**config.mk**
```make
export PLATFORM = sky130hd
export DESIGN_NAME = keypad_scanner_flat
export DESIGN_NICKNAME = d
export VERILOG_FILES = /design/src/rtl/keypad_scanner_if.sv /design/src/rtl/keypad_scanner.sv /design/src/flat_wrapper.sv
export SDC_FILE = /design/constraint.sdc
export NUM_CORES = 1
export LEC_CHECK = 0
export ABC_CLOCK_PERIOD_IN_PS = 29000
export CAP_MARGIN = 20
export CORE_MARGIN = 2
export CORE_UTILIZATION = 67
export DETAILED_ROUTE_END_ITERATION = 16
export PLACE_DENSITY = 0.86
export SLEW_MARGIN = 20
export SYNTH_ARGS = -nofsm -noshare
export SYNTH_HDL_FRONTEND = slang
export SYNTH_SLANG_ARGS = --single-unit
export TNS_END_PERCENT = 100
```
**constraint.sdc**
```tcl
create_clock -name clk -period 29 [get_ports clk]
set_input_delay 2.9 -clock clk [delete_from_list [all_inputs] [get_ports clk]]
set_output_delay 2.9 -clock clk [all_outputs]
set_load 0.01 [all_outputs]
```
**src/rtl/keypad_scanner_if.sv**
```systemverilog
// Keypad matrix pins plus the debounced key report produced by keypad_scanner.
// The scanner takes the master side; the keypad/consumer side takes the slave.
interface keypad_scanner_if;
    logic [3:0] kp_row;
    logic [3:0] kp_col;
    logic [3:0] key_code;
    logic       key_valid;
    logic       key_press;
    logic       key_release;

    modport master (
        input  kp_row,
        output kp_col, key_code, key_valid, key_press, key_release
    );

    modport slave (
        output kp_row,
        input  kp_col, key_code, key_valid, key_press, key_release
    );
endinterface

```
**src/rtl/keypad_scanner.sv**
```systemverilog
// 4x4 matrix keypad scanner: one-cold column drive, full-frame capture of the
// rows, and a frame-level debouncer reporting a hex key with press/release pulses.
module keypad_scanner #(
    parameter int unsigned CLK_FREQ       = 32'd100000000,
    parameter int unsigned SCAN_HZ        = 32'd1000,
    parameter int unsigned DEBOUNCE_SCANS = 4
) (
    input  logic             clk,
    input  logic             reset,
    keypad_scanner_if.master kp_if
);
    localparam int unsigned TICK_DIV = CLK_FREQ / SCAN_HZ;
    localparam int unsigned TICK_W   = $clog2(TICK_DIV);
    localparam int unsigned CNT_W    = $clog2(DEBOUNCE_SCANS + 1);

    localparam logic [TICK_W-1:0] TICK_LAST = TICK_W'(TICK_DIV - 1);
    localparam logic [CNT_W-1:0]  CNT_SAT   = CNT_W'(DEBOUNCE_SCANS);

    typedef enum logic [1:0] {
        FRAME_NONE,
        FRAME_SINGLE,
        FRAME_MULTI
    } frame_cls_e;

    typedef enum logic {
        ST_IDLE,
        ST_HELD
    } deb_state_e;

    function automatic logic [3:0] key_lut(input logic [1:0] row, input logic [1:0] col);
        logic [3:0] code;
        case ({row, col})
            4'b00_00: code = 4'h1;
            4'b00_01: code = 4'h2;
            4'b00_10: code = 4'h3;
            4'b00_11: code = 4'hA;
            4'b01_00: code = 4'h4;
            4'b01_01: code = 4'h5;
            4'b01_10: code = 4'h6;
            4'b01_11: code = 4'hB;
            4'b10_00: code = 4'h7;
            4'b10_01: code = 4'h8;
            4'b10_10: code = 4'h9;
            4'b10_11: code = 4'hC;
            4'b11_00: code = 4'h0;
            4'b11_01: code = 4'hF;
            4'b11_10: code = 4'hE;
            4'b11_11: code = 4'hD;
        endcase
        return code;
    endfunction

    logic [3:0]        row_meta_q, row_sync_q;
    logic [TICK_W-1:0] tick_cnt_q;
    logic [3:0]        kp_col_q;
    logic [15:0]       row_buf_q;
    logic              frame_done_q;
    logic              tick;

    assign tick = (tick_cnt_q == TICK_LAST);

    // NOTE: sequential state uses non-blocking assignments so every flop samples
    // the pre-edge value of its neighbours, independent of statement order.
    always_ff @(posedge clk or posedge reset) begin
        if (reset) begin
            row_meta_q   <= 4'hF;
            row_sync_q   <= 4'hF;
            tick_cnt_q   <= '0;
            kp_col_q     <= 4'b1110;
            // NOTE: the row buffer is reset because a stale frame would otherwise
            // be classified as a key right after reset.
            row_buf_q    <= 16'hFFFF;
            frame_done_q <= 1'b0;
        end else begin
            row_meta_q   <= kp_if.kp_row;
            row_sync_q   <= row_meta_q;
            tick_cnt_q   <= tick ? '0 : tick_cnt_q + 1'b1;
            frame_done_q <= tick && !kp_col_q[3];
            if (tick) begin
                for (int c = 0; c < 4; c++) begin
                    if (!kp_col_q[c]) row_buf_q[c*4 +: 4] <= row_sync_q;
                end
                kp_col_q <= {kp_col_q[2:0], kp_col_q[3]};
            end
        end
    end

    logic [4:0] low_cnt;
    logic [3:0] low_idx;
    frame_cls_e frame_cls;
    logic [3:0] frame_code;

    // Buffer bit index is col*4+row, so the last low bit decodes straight to a key.
    always_comb begin
        // NOTE: every combinational output gets a default first so no path
        // through the block can leave it unassigned and infer a latch.
        low_cnt    = '0;
        low_idx    = '0;
        frame_cls  = FRAME_MULTI;
        frame_code = 4'h0;
        for (int i = 0; i < 16; i++) begin
            if (!row_buf_q[i]) begin
                low_cnt = low_cnt + 5'd1;
                low_idx = 4'(i);
            end
        end
        if (low_cnt == 5'd0) begin
            frame_cls = FRAME_NONE;
        end else if (low_cnt == 5'd1) begin
            frame_cls  = FRAME_SINGLE;
            frame_code = key_lut(low_idx[1:0], low_idx[3:2]);
        end
    end

    frame_cls_e       cand_cls_q;
    logic [3:0]       cand_code_q;
    logic [CNT_W-1:0] cand_cnt_q;
    logic [CNT_W-1:0] cnt_next;
    logic             same_as_cand;

    always_comb begin
        same_as_cand = (frame_cls == cand_cls_q) &&
                       (frame_cls == FRAME_NONE || frame_code == cand_code_q);
        if (!same_as_cand)              cnt_next = CNT_W'(1);
        else if (cand_cnt_q == CNT_SAT) cnt_next = cand_cnt_q;
        else                            cnt_next = cand_cnt_q + 1'b1;
    end

    deb_state_e state_q;
    logic [3:0] key_code_q;
    logic       key_press_q, key_release_q;

    // MULTI frames (ghosting/rollover) are ignored entirely, keeping cand and outputs.
    always_ff @(posedge clk or posedge reset) begin
        if (reset) begin
            cand_cls_q    <= FRAME_NONE;
            cand_code_q   <= 4'h0;
            cand_cnt_q    <= '0;
            state_q       <= ST_IDLE;
            key_code_q    <= 4'h0;
            key_press_q   <= 1'b0;
            key_release_q <= 1'b0;
        end else begin
            key_press_q   <= 1'b0;
            key_release_q <= 1'b0;
            if (frame_done_q && frame_cls != FRAME_MULTI) begin
                cand_cls_q  <= frame_cls;
                cand_code_q <= frame_code;
                cand_cnt_q  <= cnt_next;
                if (cnt_next == CNT_SAT) begin
                    case (state_q)
                        ST_IDLE: begin
                            if (frame_cls == FRAME_SINGLE) begin
                                state_q     <= ST_HELD;
                                key_code_q  <= frame_code;
                                key_press_q <= 1'b1;
                            end
                        end
                        ST_HELD: begin
                            if (frame_cls == FRAME_NONE) begin
                                state_q       <= ST_IDLE;
                                key_release_q <= 1'b1;
                            end else if (frame_code != key_code_q) begin
                                key_code_q    <= frame_code;
                                key_press_q   <= 1'b1;
                                key_release_q <= 1'b1;
                            end
                        end
                        default: state_q <= ST_IDLE;
                    endcase
                end
            end
        end
    end

    assign kp_if.kp_col      = kp_col_q;
    assign kp_if.key_code    = key_code_q;
    assign kp_if.key_valid   = (state_q == ST_HELD);
    assign kp_if.key_press   = key_press_q;
    assign kp_if.key_release = key_release_q;
endmodule

```
**src/flat_wrapper.sv**
```systemverilog
// flat-port wrapper written by rule: the top's interface ports become plain ports
module keypad_scanner_flat 
#(
    parameter int unsigned CLK_FREQ       = 32'd100000000,
    parameter int unsigned SCAN_HZ        = 32'd1000,
    parameter int unsigned DEBOUNCE_SCANS = 4
)
  (clk, reset, kp_if_kp_row, kp_if_kp_col, kp_if_key_code, kp_if_key_valid, kp_if_key_press, kp_if_key_release);
  keypad_scanner_if kp_if_i ();
  input  logic clk;
  input  logic reset;
  input wire logic [$bits(kp_if_i.kp_row)-1:0] kp_if_kp_row;
  output wire logic [$bits(kp_if_i.kp_col)-1:0] kp_if_kp_col;
  output wire logic [$bits(kp_if_i.key_code)-1:0] kp_if_key_code;
  output wire logic [$bits(kp_if_i.key_valid)-1:0] kp_if_key_valid;
  output wire logic [$bits(kp_if_i.key_press)-1:0] kp_if_key_press;
  output wire logic [$bits(kp_if_i.key_release)-1:0] kp_if_key_release;
  assign kp_if_i.kp_row = kp_if_kp_row;
  assign kp_if_kp_col = kp_if_i.kp_col;
  assign kp_if_key_code = kp_if_i.key_code;
  assign kp_if_key_valid = kp_if_i.key_valid;
  assign kp_if_key_press = kp_if_i.key_press;
  assign kp_if_key_release = kp_if_i.key_release;
  keypad_scanner #(.CLK_FREQ(CLK_FREQ), .SCAN_HZ(SCAN_HZ), .DEBOUNCE_SCANS(DEBOUNCE_SCANS)) u_core (.clk(clk), .reset(reset), .kp_if(kp_if_i));
endmodule
```
Yosys cells after proc, flatten, opt, wreduce, memory -nomap -nowiden

Memory sizes are Yosys's and may differ from the RTL's.
Index checks and enable logic that the tools add are counted.

Add/sub/neg operators: 17
Eq/ne operators: 12
Multiplexer cells: 54
Bitwise operators: 5
Reduce and logical (&&, ||, !) cells: 13

Operator list:

| cell                  | number |
|---|---|
| $mux 5                | 15 |
| $add 5x1->5 const B   | 14 |
| $mux 4                | 13 |
| $mux 3                | 6 |
| $add 17x1->17 const B | 1 |
| $eq 17x17->1 const B  | 1 |
| $mux 17               | 1 |
| $mux 1                | 12 |
| $reduce_and 2->1      | 5 |
| $mux 2                | 4 |
| $pmux 4 s2            | 1 |
| $eq 3x3->1 const B    | 2 |
| $ne 2x2->1 const B    | 3 |
| $eq 5x1->1 const B    | 1 |
| $logic_not 5->1       | 1 |
| $not 1->1             | 5 |
| $reduce_and 5->1      | 1 |
| $eq 4x4->1            | 1 |
| $ne 4x4->1            | 1 |
| $pmux 1 s2            | 2 |
| $add 3x1->3 const B   | 1 |
| $logic_and 1x1->1     | 3 |
| $add 1x1->2 const B   | 1 |
| $eq 2x1->1 const B    | 1 |
| 5 further kinds       | 5 |

Flip-flop bits (word level): 62
Bits in read-only memories: 64
Input bits: 6
Output and inout bits: 11
Logic and storage cells: 118
Memories kept: 1

Memory list:

| name            | words | width | rd ports | clocked after Yosys merged registers in | write ports | RTL line             | text |
|---|---|---|---|---|---|---|---|
| (no name shown) | 16    | 4     | 1        | 0                                       | 0           | keypad_scanner.sv:32 | `case ({row, col})` |

Depth between registers and ports, before layout

Depth after elaboration: 41
Mapped depth: 52

Worst setup path before layout

No wires, ideal clock.

Path kind: register to register
Start: register u_core.row_buf_q[0]
End: register u_core.key_code_q[0] (netlist: u_core.kp_if.key_code[0])
Data arrival time: 10.639 ns
Data required time: 28.875 ns
Slack: 18.236 ns
Cell stages (with the launch flop): 50
Path buffers: 2
Clock period less this slack: 10.764 ns
Path through: dfstp_2 -> inv_1 -> ha_1 -> buf_6 -> xnor2_1 -> ha_1 -> nor2b_1 -> a21o_1 -> ha_1 -> mux2_2 -> ha_1 -> nor2b_1 -> a31oi_1 -> nand2_1 -> ha_1 -> nor2_1 -> a31oi_1 -> ha_1 -> [14 not listed] -> ha_1 -> nor2b_1 -> o21bai_1 -> ha_1 -> mux2i_1 -> nand2_1 -> ha_1 -> mux2_2 -> ha_1 -> mux2_2 -> ha_1 -> or4_4 -> mux2_4 -> buf_6 -> o21ai_1 -> nand4_2 -> or4b_4 -> mux2_4

Longest elaborated chain between the ends: 40
Elaborated cells between the ends (all ways): 56
Classes of those cells: 15 x add/sub; 10 x eq/ne; 25 x mux; 6 x reduce/logical

RTL lines:

| element                                              | RTL line                                     | text |
|---|---|---|
| from (decl)                                          | keypad_scanner.sv:56                         | `logic [15:0] row_buf_q;` |
| from (signal, indexed assignment)                    | keypad_scanner.sv:81                         | `if (!kp_col_q[c]) row_buf_q[c*4 +: 4] <= row_sync_q;` |
| $mux 1 *                                             | keypad_scanner.sv:102                        | `if (!row_buf_q[i]) begin` |
| $add 1x1->2                                          | keypad_scanner.sv:103                        | `low_cnt = low_cnt + 5'd1;` |
| $mux 5 *                                             | keypad_scanner.sv:102                        |  |
| $add 5x1->5                                          | keypad_scanner.sv:103                        |  |
| $mux 5 *                                             | keypad_scanner.sv:102                        |  |
| $add 5x1->5                                          | keypad_scanner.sv:103                        |  |
| $mux 5 *                                             | keypad_scanner.sv:102                        |  |
| $add 5x1->5                                          | keypad_scanner.sv:103                        |  |
| [24 not listed]                                      | --                                           |  |
| $mux 4 / $mux 2 (equally long branches)              | keypad_scanner.sv:109                        | `end else if (low_cnt == 5'd1) begin` |
| $mux 4 / $mux 2 (equally long branches)              | keypad_scanner.sv:107                        | `if (low_cnt == 5'd0) begin` |
| $eq 4x4->1 / $logic_not 2->1 (equally long branches) | keypad_scanner.sv:123, keypad_scanner.sv:160 |  |
| $logic_or 1x1->1                                     | keypad_scanner.sv:123                        | `(frame_cls == FRAME_NONE \|\| frame_code == cand_code_q);` |
| $logic_and 1x1->1                                    | keypad_scanner.sv:122                        | `same_as_cand = (frame_cls == cand_cls_q) &&` |
| $mux 3                                               | keypad_scanner.sv:124                        | `if (!same_as_cand) cnt_next = CNT_W'(1);` |
| $eq 3x3->1                                           | keypad_scanner.sv:150                        | `if (cnt_next == CNT_SAT) begin` |
| $reduce_and 5->1 (no source line)                    | --                                           |  |
| to (signal assigned)                                 | keypad_scanner.sv:155                        | `key_code_q <= frame_code;` |
| to (signal assigned)                                 | keypad_scanner.sv:164                        | `key_code_q <= frame_code;` |
| to (decl)                                            | keypad_scanner.sv:130                        | `logic [3:0] key_code_q;` |

Mark *: on every way between the ends. The rest lies on a longest branch, timed or not. The select of a mux whose other input is x is not followed.
A chain may end at the register's enable or synchronous reset.

Final worst setup path

Start: register u_core.row_buf_q[0]
End: register u_core.key_code_q[3] (netlist: u_core.kp_if.key_code[3])

Same word-level chain as after synthesis.

==> results.py <==
metrics = {
    "status": {
        "outcome": "finished, final reports clean",
    },
    "sta": {
        "tightest_slew_ns": 0.760,
        "finalCriticalPeriod_ns": 11.86,
        "finalCritPeriodShare": 0.409,
        "rsz0062_at_grt": "no",
        "relSlewSlack": 0.493,
        "finalClockSkew_ns": 0.00666,
        "finalSetupTns_ns": 0,
        "holdWs_ns": 0.357,
        "slew_viol_final": 0,
        "final_hold_viol_count": 0,
        "setup_viol": 0,
        "fmax_ghz": 0.0843,
    },
    "finish": {
        "final_nets": 511,
        "drive_gt1_frac": 0.186,
        "seq_area_um2": 1590,
        "num-fill-cells": 455,
        "syn_to_final_growth_pct": 8.09,
        "final_common_cell": "xnor2_1",
        "multi_input_area_um2": 2870,
        "final_area_um2": 5020,
        "layout_common_cells": "39 x xnor2_1, 35 x dfrtp_1, 34 x nand2_1",
        "diodes": 0,
    },
    "clock_network": {
        "path_clk_slew_ns": 0.08,
        "post_cts_buffers": 0,
        "ctsHoldBuffers": 0,
        "cts-buffers-inserted": 9,
        "htreeDepth": 3,
        "clock-sinks": 62,
        "cts_tree": "done",
        "clock_path_buffers": 2,
        "root_buffer": "clkbuf_8",
        "clkLatencyLatePin_ns": 0.34,
        "cts-resized-gates": 0,
    },
    "global_route": {
        "first_global_vias": 3549,
        "grt_use_total": 0.262,
        "grt-ovfl-total": 0,
        "grt_pass1_wl_mm": 15.9,
        "antenna_found_initial": 0,
        "grt_max_degree": 63,
    },
    "synthesis": {
        "synth.area.top_cells": "dfrtp_1 19%, dfstp_2 15%, xnor2_1 7.4%",
        "synth_ff_type": "dfrtp_1",
        "yosysTopAreaCell": "dfrtp_1",
        "avgSynthCellArea_um2": 9.77,
        "synth_edf_count": 0,
        "netlist_area_um2": 4640,
        "yosys.cell_types.count": 73,
        "async_flop_share": 1.00,
        "synthCells": 475,
        "synth_seq_area_share": 0.342,
        "ys_ff_latch": 62,
        "yosysWarningCount": 0,
        "synth.net_count": 503,
        "synth_top_area_frac": 0.189,
    },
    "floorplan": {
        "die_width_um": 87.2,
        "die_area_um2": 7610,
        "coreArea_um2": 6760,
        "floorplan.initialDensity": 0.687,
        "io_pins": 17,
        "die_h_um": 87.2,
        "num_rows": 30,
    },
    "routing": {
        "vias_per_cell": 6.10,
        "first_pass_iters": 4,
        "wire_per_inst_um": 16.0,
        "ant_nets": 0,
        "drt-total-wl_mm": 9.11,
        "vias": 3463,
        "drcViolationCount": 0,
        "drt_iter0_drc": 202,
    },
    "power_and_ir_drop": {
        "power_density_nw_per_um2": 33.6,
        "ir_drop_v": 0.0000444,
        "p_leak_nw": 2.06,
    },
    "setup_path": {
        "cp_data_required_time_ns": 29.22,
        "max_stage_delay_ns": 0.56,
        "startpoint_type": "flop",
        "worst-endpoint-arrival_ns": 12.08,
        "path_common_cell": "ha_1",
        "crit_type": "reg2reg",
        "crit_path_top_delay_cell": "or4b_4",
        "rr_worst_depth": 47,
        "cp-end-kind": "flop",
        "crit_fanout": 11,
    },
    "place": {
        "placed_area_um2": 4810,
        "numPortBuffers": 16,
        "hpwl_mm": 6.41,
        "gp_congestion": 0.867,
    },
    "hold_path": {
        "hold_depth": 0,
        "hold_class": "reg2reg",
    },
    "job": {
        "cap_violations": 0,
    },
}
layer usage:
metal  up-vias  global-route usage  share of wire
li1       1697                   -              -
met1      1665               0.332           0.44
met2        82               0.452           0.50
met3        19              0.0417          0.035
met4         0              0.0979          0.018
met5         -                   0              0
through the flow:
stage / total power, mW / setup WS, ns / cells / util
2_1_floorplan: 0.0906 / 18.24 / 475 / -
3_3_place_gp: 0.0919 / 17.81 / 552 / 0.712
3_5_place_dp: 0.0920 / 17.22 / 552 / 0.712
4_1_cts: 0.169 / 17.15 / 568 / 0.742
5_1_grt: 0.173 / 16.43 / 568 / 0.742
6_report: 0.169 / 17.14 / 568 / 0.742
critical path: cells and delay by family (launching register included):
kind,cells,cell delay [ns]
mux,7,1.96
compound gates,9,2.03
xor+xnor,1,0.16
buf+inv,3,0.25
fa+ha+maj,14,4.18
simple gates,13,2.63
flops,1,0.53
registers in the layout, summed over array words and instances, names as in the netlist, named ones only:
| name | flops |
|---|---|
| u_core.cand_cnt_q | 3 |
| u_core.frame_done_q | 1 |
| u_core.tick_cnt_q | 17 |
| u_core.kp_if.key_code | 4 |
| u_core.cand_code_q | 4 |
| u_core.row_buf_q | 16 |
| u_core.row_meta_q | 4 |
| u_core.kp_if.key_release | 1 |
| u_core.kp_if.kp_col | 4 |
| u_core.kp_if.key_press | 1 |
| u_core.row_sync_q | 4 |
| u_core.cand_cls_q | 2 |
power by group:
group	leakage, nW	total (mW)	switching (mW)	internal (mW)
clock	0.0980	0.0781	0.0373	0.0408
combinational	1.21	0.00238	0.00168	0.000702
sequential	0.755	0.0880	0.000434	0.0876
kinds of logic after synthesis:
| group | after synthesis | share of synthesized area |
|---|---|---|
| AO/OA/AOI/OAI | 79 | 0.117 |
| XOR/XNOR | 64 | 0.150 |
| adder cells (fa/ha/maj) | 22 | 0.0593 |
| buffers and inverters | 42 | 0.0402 |
| flip-flops | 62 | 0.342 |
| multiplexers | 35 | 0.0871 |
| AND/OR/NAND/NOR | 171 | 0.204 |
final cells by class:
cell class	instances	area share
well taps	80	0.0200
inverters	22	0.0175
multi-input cells	371	0.572
clock inverters	7	0.0165
flip-flops and latches	62	0.316
clock buffers	9	0.0247
repair buffers	17	0.0334
synth_stat cells (all sizes together) (8+ instances only):
cell type and n:
inv 21, ha 22, mux2 28, xor2 16, a21oi 13, dfrtp 35, nor2 33, o21ai 22
nand4 12, nand2 34, clkbuf 10, buf 10, dfstp 27, nand2b 12, nand3 15, and3 8
xnor2 42, nor2b 20
path summary, 6_finish.rpt:
path	startpoint	slack [ns]	endpoint
worst max-delay path	u_core.row_buf_q[0]	17.14	u_core.kp_if.key_code[3]
worst min-delay path	u_core.row_meta_q[2]	0.36	u_core.row_sync_q[2]
worst max register to register	u_core.row_buf_q[0]	17.14	u_core.kp_if.key_code[3]
worst min register to register	u_core.row_meta_q[2]	0.36	u_core.row_sync_q[2]
max in group asynchronous	reset	25.41	u_core.tick_cnt_q[12]
min in group asynchronous	reset	3.08	u_core.kp_if.key_code[3]
No activity file was read; power rests on OpenSTA's default activity.
